==> src/rtl/counter_pkg.sv <==
// Shared types for the 4-bit counter sequencer.
// Command opcodes, FSM states and counter geometry.
package counter_pkg;

    localparam int CTR_WIDTH = 4;
    localparam logic [CTR_WIDTH-1:0] CTR_MAX = '1;

    typedef enum logic [1:0] {
        OP_NOP      = 2'd0,
        OP_LOAD     = 2'd1,
        OP_RUN      = 2'd2,
        OP_LOAD_RUN = 2'd3
    } cmd_op_e;

    typedef enum logic [1:0] {
        ST_IDLE = 2'd0,
        ST_LOAD = 2'd1,
        ST_RUN  = 2'd2,
        ST_DONE = 2'd3
    } state_e;

endpackage

==> src/rtl/counter_seq_ctrl.sv <==
// Command sequencer driving the load/enable counter's control pins.
// Reports the final count and wrap-arounds seen during each command.
module counter_seq_ctrl
    import counter_pkg::*;
#(
    parameter int WIDTH  = CTR_WIDTH,
    parameter int STEP_W = 8
) (
    input  logic              clk_i,
    input  logic              rst_i,
    input  logic              cmd_valid_i,
    output logic              cmd_ready_o,
    input  logic [1:0]        cmd_op_i,
    input  logic [WIDTH-1:0]  cmd_value_i,
    input  logic [STEP_W-1:0] cmd_steps_i,
    input  logic              pause_i,
    input  logic [WIDTH-1:0]  ctr_count_i,
    output logic              ctr_load_o,
    output logic              ctr_enable_o,
    output logic [WIDTH-1:0]  ctr_data_o,
    output logic              busy_o,
    output logic              done_o,
    output logic [WIDTH-1:0]  final_count_o,
    output logic [STEP_W-1:0] wrap_cnt_o
);

    state_e            state_q, state_d;
    cmd_op_e           op_q, op_d;
    logic [STEP_W-1:0] rem_q, rem_d;
    logic [STEP_W-1:0] wrap_q, wrap_d;
    logic [WIDTH-1:0]  data_q, data_d;
    logic [WIDTH-1:0]  final_q, final_d;
    logic              accept;
    logic              run_en;
    logic              at_max;
    cmd_op_e           op_in;

    assign op_in       = cmd_op_e'(cmd_op_i);
    assign cmd_ready_o = (state_q == ST_IDLE) && !rst_i;
    assign accept      = cmd_valid_i && cmd_ready_o;
    assign run_en      = (state_q == ST_RUN) && !pause_i;
    assign at_max      = (ctr_count_i == {WIDTH{1'b1}});

    always_comb begin
        state_d = state_q;
        op_d    = op_q;
        rem_d   = rem_q;
        wrap_d  = wrap_q;
        data_d  = data_q;
        final_d = final_q;
        unique case (state_q)
            ST_IDLE: begin
                if (accept) begin
                    op_d   = op_in;
                    rem_d  = cmd_steps_i;
                    wrap_d = '0;
                    unique case (op_in)
                        OP_LOAD, OP_LOAD_RUN: begin
                            state_d = ST_LOAD;
                            data_d  = cmd_value_i;
                        end
                        OP_RUN: begin
                            state_d = (cmd_steps_i == '0) ? ST_DONE : ST_RUN;
                        end
                        default: state_d = ST_DONE;
                    endcase
                end
            end
            ST_LOAD: begin
                if (op_q == OP_LOAD_RUN && rem_q != '0) state_d = ST_RUN;
                else                                     state_d = ST_DONE;
            end
            ST_RUN: begin
                // Paused cycles neither count down nor sample for wraps.
                if (run_en) begin
                    rem_d = rem_q - 1'b1;
                    if (at_max && wrap_q != '1) wrap_d = wrap_q + 1'b1;
                    if (rem_q == STEP_W'(1)) state_d = ST_DONE;
                end
            end
            ST_DONE: begin
                final_d = ctr_count_i;
                state_d = ST_IDLE;
            end
            default: state_d = ST_IDLE;
        endcase
    end

    always_ff @(posedge clk_i) begin
        if (rst_i) begin
            state_q <= ST_IDLE;
            op_q    <= OP_NOP;
            rem_q   <= '0;
            wrap_q  <= '0;
            data_q  <= '0;
            final_q <= '0;
        end else begin
            state_q <= state_d;
            op_q    <= op_d;
            rem_q   <= rem_d;
            wrap_q  <= wrap_d;
            data_q  <= data_d;
            final_q <= final_d;
        end
    end

    assign ctr_load_o    = (state_q == ST_LOAD);
    assign ctr_enable_o  = (state_q == ST_LOAD) || run_en;
    assign ctr_data_o    = data_q;
    assign busy_o        = (state_q != ST_IDLE);
    assign done_o        = (state_q == ST_DONE);
    assign final_count_o = final_q;
    assign wrap_cnt_o    = wrap_q;

endmodule

==> config.mk <==
export PLATFORM = sky130hd
export DESIGN_NAME = counter_seq_ctrl
export DESIGN_NICKNAME = d
export VERILOG_FILES = /design/src/rtl/counter_pkg.sv /design/src/rtl/counter_seq_ctrl.sv
export SDC_FILE = /design/constraint.sdc
export NUM_CORES = 1
export LEC_CHECK = 0
export CAP_MARGIN = 15
export CELL_PAD_IN_SITES_DETAIL_PLACEMENT = 1
export CELL_PAD_IN_SITES_GLOBAL_PLACEMENT = 2
export CORE_MARGIN = 2
export CORE_UTILIZATION = 25
export DETAILED_ROUTE_END_ITERATION = 16
export MAX_ROUTING_LAYER = met4
export PLACE_DENSITY = 0.76
export SLEW_MARGIN = 10
export SYNTH_ARGS = -nofsm -noshare
export SYNTH_HDL_FRONTEND = slang
export SYNTH_SLANG_ARGS = --single-unit
==> constraint.sdc <==
create_clock -name clk_i -period 1.65 [get_ports clk_i]
set_input_delay 0.495 -clock clk_i [delete_from_list [all_inputs] [get_ports clk_i]]
set_output_delay 0.495 -clock clk_i [all_outputs]
set_load 0.005 [all_outputs]
==> results.toml, run 1 <==
[status]
outcome = "finished, violations left"
violations = "setup timing"

[job]
max-cap-violations = 0

[setup_path]
r2r-start = "state_q[0]"
endpoint_kind = "output port"
rrSetupSlack_ns = -0.06
critPathArrivalTime_ns = 1.23
path_max_fanout = 3
worstRegToRegCells = 9
reg2reg_to = "wrap_cnt_o[4]"
cp.required_ns = 1.15
crit_type = "flip-flop to output port"
crit_path_start_kind = "flip-flop"

[global_routing]
grt_pass1_wl_um = 10300
grt_pass1_vias = 1993
antenna_found_initial = 0
gr-total-overflow = 0
grt_max_degree = 25
grtUsageTotal_pct = 18.4

[route]
first_iter_violations = 49
viasPerCell = 5.12
drc = 0
postRouteAntennaNets = 0
vias = 1900
routed_wl_um = 6500
wire_per_inst_um = 17.5
firstDrtPassIters = 4

[cts]
cts_tree = "done"
cts_hold_buffers = 0
clockRootBuffer = "clkbuf_8"
cts-buffers-inserted = 3
htree_levels = 1
cts.clk_slew.worst_paths_ns = 0.11
clockBufferDepth = 2
clock_latency_ns = 0.29
clock_sinks = 28

[placed_design]
place_ws_ns = -0.557
hpwlAfterDp_um = 4100
dpl_cell_area_um2 = 2520
portBuffers = 42
place_congestion = 0.826

[die]
rows = 29
io_pins = 43
dieWidth_um = 84.7
die_h_um = 84.7
die_area_um2 = 7170
start_util_pct = 25.8
core_um2 = 6310

[synth]
synth_nets = 221
netlist_instances = 190
synth_area_um2 = 1630
ys_seq_area_share_pct = 34.5
synth_edf_count = 0
synth_flop_cell = "dfxtp_1"
syn-mean-instance-area_um2 = 8.56
synthArstFlopShare_pct = 0
ys_types = 44
ys_ff_latch = 28
yosysWarnings = 0

[timing]
fmax_mhz = 581
rsz0062_at_grt = "yes"
period_needed_ns = 1.72
worst_slew_pin_slew_ns = 0.347
max_slew_margin_pct = 76.7
setup_slack_ns = -0.0726
min_period_over_period_pct = 104
whs_ns = 0.476
fin_skew_ns = 0.00340
maxSlewViolCount = 0
finalSetupViolCount = 15
hold_viol_final = 0

[worst_hold_path]
hp-class = "flip-flop to flip-flop"
hold_depth = 2
min_to = "op_q[1]"
hp-start = "op_q[1]"

[pwr]
design_power_total_mw = 4.56
worst_ir_drop_vdd_uv = 627
cellLeakagePower_nw = 1.46
pwr_density_cell_nw_per_um2 = 1480

[final_layout]
drive_gt1_share_pct = 49.3
antenna-diode-count = 0
syn2layout_area_growth_pct = 90.0
final_cell_area_um2 = 3090
nets = 326
final cells by class:
class                   instances  area [um2]
repair buffers                110        1000
clock buffers                   3        41.3
fillers                       737        3220
inverters                      10        52.6
well taps                      77        96.3
flip-flops and latches         28         592
clock inverters                 1        30.0
multi-input cells             142        1280
sequential cells by signal, indices dropped and copies added (netlist names):
name,cells
state_q,2
rem_q,8
wrap_cnt_o,8
final_count_o,4
ctr_data_o,4
op_q,2
cells by family (layout without fill, tap and decap cells):
family / after synthesis / after routing / synth area share, %
buffers and inverters: 20 / 124 / 4.85
adder cells (fa/ha/maj): 9 / 9 / 6.92
AND/OR/NAND/NOR: 65 / 65 / 21.8
AO/OA/AOI/OAI: 59 / 59 / 26.5
flip-flops: 28 / 28 / 34.5
multiplexers: 9 / 9 / 5.54
routing by layer:
layer | vias to the layer above | share of wire (%) | GRT usage, %
met5 | - | 0 | -
met4 | 0 | 1.1 | 3.75
met3 | 10 | 3.0 | 2.56
met2 | 38 | 50 | 31.5
met1 | 924 | 46 | 23.2
li1 | 928 | - | -
how the worst max path moves through the flow:
| stage | end | start | cells past startpoint | slack, ns |
|---|---|---|---|---|
| after global routing | wrap_cnt_o[7] | state_q[0] | 10 | -0.12 |
| after CTS | ctr_enable_o | state_q[0] | 6 | -0.06 |
| after global placement | ctr_enable_o | pause_i | 4 | -0.53 |
| after detailed placement | rem_q[0] | rst_i | 6 | -0.56 |
| final | ctr_enable_o | state_q[0] | 6 | -0.07 |
| after floorplan | wrap_cnt_o[3] | state_q[0] | 8 | 0.006 |
cells in the final DEF, fill, tap and decap left out, types with 3 or more instances in the layout:
cell | netlist | final
ha_1 | 9 | 4
dlygate4sd2_1 | 0 | 17
buf_4 | 0 | 53
clkbuf_8 | 0 | 3
a211oi_2 | 1 | 4
ha_4 | 0 | 5
buf_2 | 3 | 3
buf_6 | 0 | 13
o31ai_1 | 5 | 3
a21oi_2 | 0 | 5
a211oi_1 | 6 | 3
and2_1 | 3 | 3
nand2b_1 | 6 | 5
dfxtp_4 | 0 | 3
nand3_1 | 5 | 5
nand2_2 | 0 | 3
dfxtp_1 | 28 | 9
nor2_1 | 13 | 12
inv_1 | 9 | 6
dfxtp_2 | 0 | 16
nor3_1 | 5 | 4
o32ai_1 | 3 | 3
a21oi_1 | 14 | 9
o41ai_2 | 0 | 3
nand2_1 | 14 | 9
or3_1 | 3 | 3
o21ai_1 | 3 | 4
o41ai_4 | 0 | 3
dlymetal6s2s_1 | 0 | 11
mux2i_1 | 9 | 9
nor2b_1 | 3 | 3
clkdlybuf4s50_1 | 0 | 6
buf_12 | 0 | 3
metrics by stage:
stage                     setup TNS, ns  instances  util, %
after global routing              -1.50        371     48.9
after floorplan                       0        190        -
final                            -0.521        371     48.9
after detailed placement         -10.23        350     40.0
after global placement            -9.29        350     40.0
after CTS                        -0.318        368     46.2
critical path: stages, from the launching register on:
cell	delay, ns
dfxtp_2	0.36
buf_6	0.11
inv_8	0.04
ha_4	0.17
nand2b_4	0.07
nand2b_1	0.06
buf_2	0.13
synth_stat cells, types with 4 or more instances:
cell type   n  area [um2]
a21oi_1    14        70.1
nand3_1     5        25.0
nor2_1     13        48.8
dfxtp_1    28         561
clkbuf_1    5        18.8
o21ai_0     4        20.0
ha_1        9         113
nor3_1      5        25.0
o31ai_1     5        37.5
nand2_1    14        52.6
o41ai_1     6        52.6
inv_1       9        33.8
nand2b_1    6        37.5
a211oi_1    6        45.0
mux2i_1     9        90.1
report_power, final:
group	switching [mW]	total [mW]	internal, mW	leakage (nW)
registers	0.119	0.928	0.809	0.238
clock network	0.264	0.590	0.326	0.0357
logic	1.50	3.05	1.55	1.19
total	1.88	4.56	2.69	1.46
timing repair:
| item | 4_1_cts | 5_1_grt |
|---|---|---|
| setup buffers | 13 | 3 |
| pin swaps | 29 | 9 |
| endpoints found under the hold margin | 0 | 0 |
| endpoints found under the setup margin | 37 | 33 |
| gates cloned | 1 | 0 |
| resized for setup | 106 | 41 |
Power figures use the tool's default switching activity.
==> run 2: changes to the inputs <==
--- a/config.mk
+++ b/config.mk
@@ -8,7 +8,6 @@
 export CAP_MARGIN = 15
 export CELL_PAD_IN_SITES_DETAIL_PLACEMENT = 1
 export CELL_PAD_IN_SITES_GLOBAL_PLACEMENT = 2
-export CORE_MARGIN = 2
 export CORE_UTILIZATION = 25
 export DETAILED_ROUTE_END_ITERATION = 16
 export MAX_ROUTING_LAYER = met4
==> results.toml, run 2 (synthesized netlist as in run 1, its figures left out) <==
[status]
outcome = "finished, violations left"
violations = "setup timing"

[setup_path]
crit_top_cell = "buf_6"
critPathArrivalTime_ns = 1.99
cp.required_ns = 1.85
critPathSlowestCell = "dfxtp_2"
crit_path_start_kind = "flip-flop"
path_max_fanout = 6
path_cells = "buf_6 -> inv_6 -> ha_4 -> buf_6 -> nand2b_4 -> buf_6 -> a22oi_2 -> buf_6 -> buf_6 -> buf_6 -> a21oi_2 -> a211oi_2"
max_stage_delay_ns = 0.34
endpoint_kind = "flip-flop"
crit_type = "flip-flop to flip-flop"

[final_layout]
nets = 330
final_core_util_pct = 49.1
final_common_cell = "buf_4"
syn2layout_area_growth_pct = 90.6
final_cell_area_um2 = 3100
antenna-diode-count = 0
regArea_um2 = 592
most-common-layout-cells = "54 x buf_4, 15 x clkdlybuf4s50_1, 15 x buf_6, 14 x dlygate4sd2_1, 13 x dfxtp_2"
drive_gt1_share_pct = 49.8
fillers = 727
multi_input_area_um2 = 1290

[timing]
max_slew_margin_pct = 72.1
rsz0062_at_grt = "yes"
finalSetupViolCount = 21
min_period_over_period_pct = 108
fin_tns_setup_ns = -1.54
fmax_mhz = 560
maxSlewViolCount = 0
fin_skew_ns = 0.00234
period_needed_ns = 1.78
hold_viol_final = 0
setup_slack_ns = -0.134
worst_slew_pin_slew_ns = 0.415

[route]
wire_per_inst_um = 18.0
drc = 0
routed_wl_um = 6720
firstDrtPassIters = 4
postRouteAntennaNets = 0
first_iter_violations = 70
vias = 1927
viasPerCell = 5.15

[die]
io_pins = 43
core_um2 = 6310
die_area_um2 = 6830
rows = 29
die_h_um = 82.7
start_util_pct = 25.8
dieWidth_um = 82.7

[cts]
clock_sinks = 28
htree_levels = 1
clockRootBuffer = "clkbuf_8"
cts_hold_buffers = 0
cts-buffers-inserted = 3
clock_latency_ns = 0.28
cts_tree = "done"
cts.clk_slew.worst_paths_ns = 0.10
clockBufferDepth = 2

[global_routing]
gr-total-overflow = 0
grt_pass1_wl_um = 10400
grtUsageTotal_pct = 21.1
antenna_found_initial = 0
grt_max_degree = 18
use_met1_pct = 24.9
gr-usage-met3_pct = 2.53
met2_usage_pct = 38.1
grt_pass1_vias = 2054
grt_busiest_layer = "met2"

[pwr]
worst_ir_drop_vdd_uv = 652
cellLeakagePower_nw = 1.38
pwr_density_cell_nw_per_um2 = 1440

[placed_design]
dpl_cell_area_um2 = 2510
place_ws_ns = -0.560
place_congestion = 0.836
portBuffers = 42
hpwlAfterDp_um = 4000

[job]
max-cap-violations = 0

[worst_hold_path]
hp-class = "flip-flop to flip-flop"
run 2: what timing repair did:
item | CTS | global route
gates resized for setup | 98 | 42
pin swaps | 26 | 20
setup buffers | 19 | 7
endpoints found under the setup margin | 31 | 37
run 2: through the flow:
step	std cells	hold slack, ns	power (mW)
after floorplan	190	0.436	2.03
after detailed placement	348	0.456	3.07
after global placement	348	0.448	3.03
after CTS	369	0.471	4.05
after global routing	374	0.514	4.74
final	374	0.467	4.47
run 2: area by class of cell:
type | count | area share [%]
Multi-Input combinational cell | 142 | 41.6
Tap cell | 77 | 3.11
Inverter | 10 | 1.61
Sequential cell | 28 | 19.1
Clock buffer | 3 | 1.33
Timing Repair Buffer | 114 | 33.3
run 2: routing by layer:
| layer | share of wire [%] | vias up |
|---|---|---|
| li1 | - | 929 |
| met1 | 44 | 955 |
| met2 | 52 | 35 |
| met3 | 2.6 | 8 |
| met4 | 1.4 | 0 |
| met5 | 0 | - |
run 2: worst paths after layout:
kind,startpoint,slack (ns),depth (start not counted),end
max,state_q[0],-0.13,12,rem_q[7]
min,op_q[0],0.47,2,op_q[0]
min reg2reg,op_q[0],0.47,2,op_q[0]
max reg2reg,state_q[0],-0.13,12,rem_q[7]
run 2: worst max-delay path, delay by kind of cell (launching register included):
kind,cells,cell delay [ns]
flops,1,0.34
buf+inv,7,0.76
simple gates,1,0.06
compound gates,3,0.39
fa+ha+maj,1,0.15
run 2: power by group:
group          switching (mW)  internal, mW  total (mW)
Clock                   0.234         0.165       0.398
Combinational            1.51          1.64        3.15
Sequential              0.119         0.806       0.924
Total                    1.86          2.61        4.47
==> run 3: changes to the inputs <==
--- a/config.mk
+++ b/config.mk
@@ -12,6 +12,7 @@
 export DETAILED_ROUTE_END_ITERATION = 16
 export MAX_ROUTING_LAYER = met4
 export PLACE_DENSITY = 0.76
+export SKIP_LAST_GASP = 1
 export SLEW_MARGIN = 10
 export SYNTH_ARGS = -nofsm -noshare
 export SYNTH_HDL_FRONTEND = slang
==> results.toml, run 3 (synthesized netlist as in run 1, its figures left out) <==
[status]
outcome = "finished, violations left"
violations = "setup timing"

[setup_path]
crit_type = "flip-flop to flip-flop"
path_max_fanout = 7
critPathSlowestCell = "dfxtp_2"
path_cells = "buf_6 -> inv_6 -> ha_4 -> nand2b_4 -> buf_6 -> buf_4 -> a22o_4 -> o31ai_1 -> a21oi_2"
r2r-start = "state_q[0]"
reg2reg_to = "wrap_cnt_o[1]"
crit_path_start_kind = "flip-flop"
endpoint_kind = "flip-flop"
cp_top_family = "compound AO/OA/AOI/OAI gates"
worst-path-buf-inv = 4
cp.required_ns = 1.81
crit_top_cell = "buf_6"
max_stage_delay_ns = 0.34
worstRegToRegCells = 9
rrSetupSlack_ns = -0.15
critPathArrivalTime_ns = 1.97

[timing]
fmax_mhz = 554
min_period_over_period_pct = 109
rsz0062_at_grt = "yes"
fin_skew_ns = 0.00466
finalSetupViolCount = 21
maxSlewViolCount = 0
setup_slack_ns = -0.154
hold_viol_final = 0
whs_ns = 0.468
max_slew_margin_pct = 75.6
period_needed_ns = 1.80
fin_tns_setup_ns = -1.69
worst_slew_pin_slew_ns = 0.363

[worst_hold_path]
min_to = "op_q[0]"
hp-class = "flip-flop to flip-flop"
hp-start = "op_q[0]"
hold_depth = 2

[pwr]
pwr-share-clk_pct = 8.9
design_power_total_mw = 4.43
p_int_mw = 2.59
worst_ir_drop_vdd_uv = 589
cellLeakagePower_nw = 1.38
switchingPower_mw = 1.84
p_comb_share_pct = 70.3
seqPwrFrac_pct = 20.8
pwr_density_cell_nw_per_um2 = 1440
swShare_pct = 41.5

[final_layout]
antenna-diode-count = 0
final_common_cell = "buf_4"
drive_gt1_share_pct = 48.8
post_layout_nonfiller_instances = 374
final_cell_area_um2 = 3080
most-common-layout-cells = "55 x buf_4, 15 x clkdlybuf4s50_1, 14 x dlygate4sd2_1, 14 x buf_6, 13 x dfxtp_2"
nets = 330
syn2layout_area_growth_pct = 89.5

[placed_design]
portBuffers = 42
hpwlAfterDp_um = 4000
dpl_cell_area_um2 = 2510
place_congestion = 0.836
numPlacedInstances = 348

[global_routing]
gr-total-overflow = 0
grt_pass1_wl_um = 10400
grt_max_degree = 18
use_met1_pct = 24.9
grt_busiest_layer = "met2"
antenna_found_initial = 0
met2_usage_pct = 38.1
grt_pass1_vias = 2054
gr-usage-met3_pct = 2.53
grtUsageTotal_pct = 21.1

[route]
vias = 1953
drc = 0
routed_wl_um = 6710
wire_per_inst_um = 17.9
viasPerCell = 5.22
firstDrtPassIters = 4
postRouteAntennaNets = 0
first_iter_violations = 57

[die]
io_pins = 43
die_area_um2 = 6830
dieWidth_um = 82.7
start_util_pct = 25.8
rows = 29
die_h_um = 82.7
core_um2 = 6310

[job]
max-cap-violations = 0

[cts]
clockBufferDepth = 2
cts-buffers-inserted = 3
cts_hold_buffers = 0
clockRootBuffer = "clkbuf_8"
clock_sinks = 28
cts_tree = "done"
clock_latency_ns = 0.28
cts.clk_slew.worst_paths_ns = 0.10
htree_levels = 1
## run 3: changes by cell type in the layout (fill, tap and decap cells not counted)
cell,previous run,this run
o31ai_1,3,4
o21ai_2,3,2
buf_4,54,55
o31ai_2,1,0
buf_6,15,14
a311oi_2,1,0
o21ai_1,3,4
a311oi_1,2,3
## run 3: final cells by class
type	instances	area [um2]
clock buffers	3	41.3
inverters	10	50.0
repair buffers	114	1030
flip-flops and latches	28	592
fillers	728	3230
well taps	77	96.3
multi-input cells	142	1270
## run 3: what timing repair did
item	4_1_cts	5_1_grt
endpoints found under the hold margin	0	0
pin swaps	24	20
buffers inserted	19	7
setup endpoints to repair	31	37
resized for setup	98	38
## run 3: worst register-to-register path, stage by stage (launching register included)
cell and delay [ns]:
dfxtp_2 0.34, buf_6 0.11, inv_6 0.06, ha_4 0.18
nand2b_4 0.07, buf_6 0.12, buf_4 0.13, a22o_4 0.28
o31ai_1 0.31, a21oi_2 0.10
## run 3: through the flow
stage               setup slack [ns]  utilization, %
floorplan                    0.00640               -
global placement              -0.563            39.7
detailed placement            -0.560            39.7
CTS                          -0.0428            46.4
global route                  -0.214            48.8
finish                        -0.154            48.8
## run 3: how the worst max path moves through the flow
stage          startpoint             to  slack, ns  cells after the start
5_1_grt        state_q[0]  wrap_cnt_o[1]      -0.21                      9
3_3_place_gp        rst_i    cmd_ready_o      -0.56                      4
3_5_place_dp        rst_i    cmd_ready_o      -0.56                      4
6_report       state_q[0]  wrap_cnt_o[1]      -0.15                      9
4_1_cts        state_q[0]   ctr_enable_o      -0.04                      6
2_1_floorplan  state_q[0]  wrap_cnt_o[3]      0.006                      8
## run 3: power groups by stage
stage               clock network, mW  registers [mW]  logic (mW)
finish                          0.396           0.922        3.11
global route                    0.433           0.939        3.33
CTS                             0.404           0.909        2.73
detailed placement                  0           0.928        2.14
global placement                    0           0.924        2.11
floorplan                           0           0.923        1.11
## run 3: per-layer routing
metal  vias up  part of all wire (%)
met5         -                     0
met4         0                   1.1
li1        929                     -
met2        46                    52
met3         8                   3.1
met1       970                    44
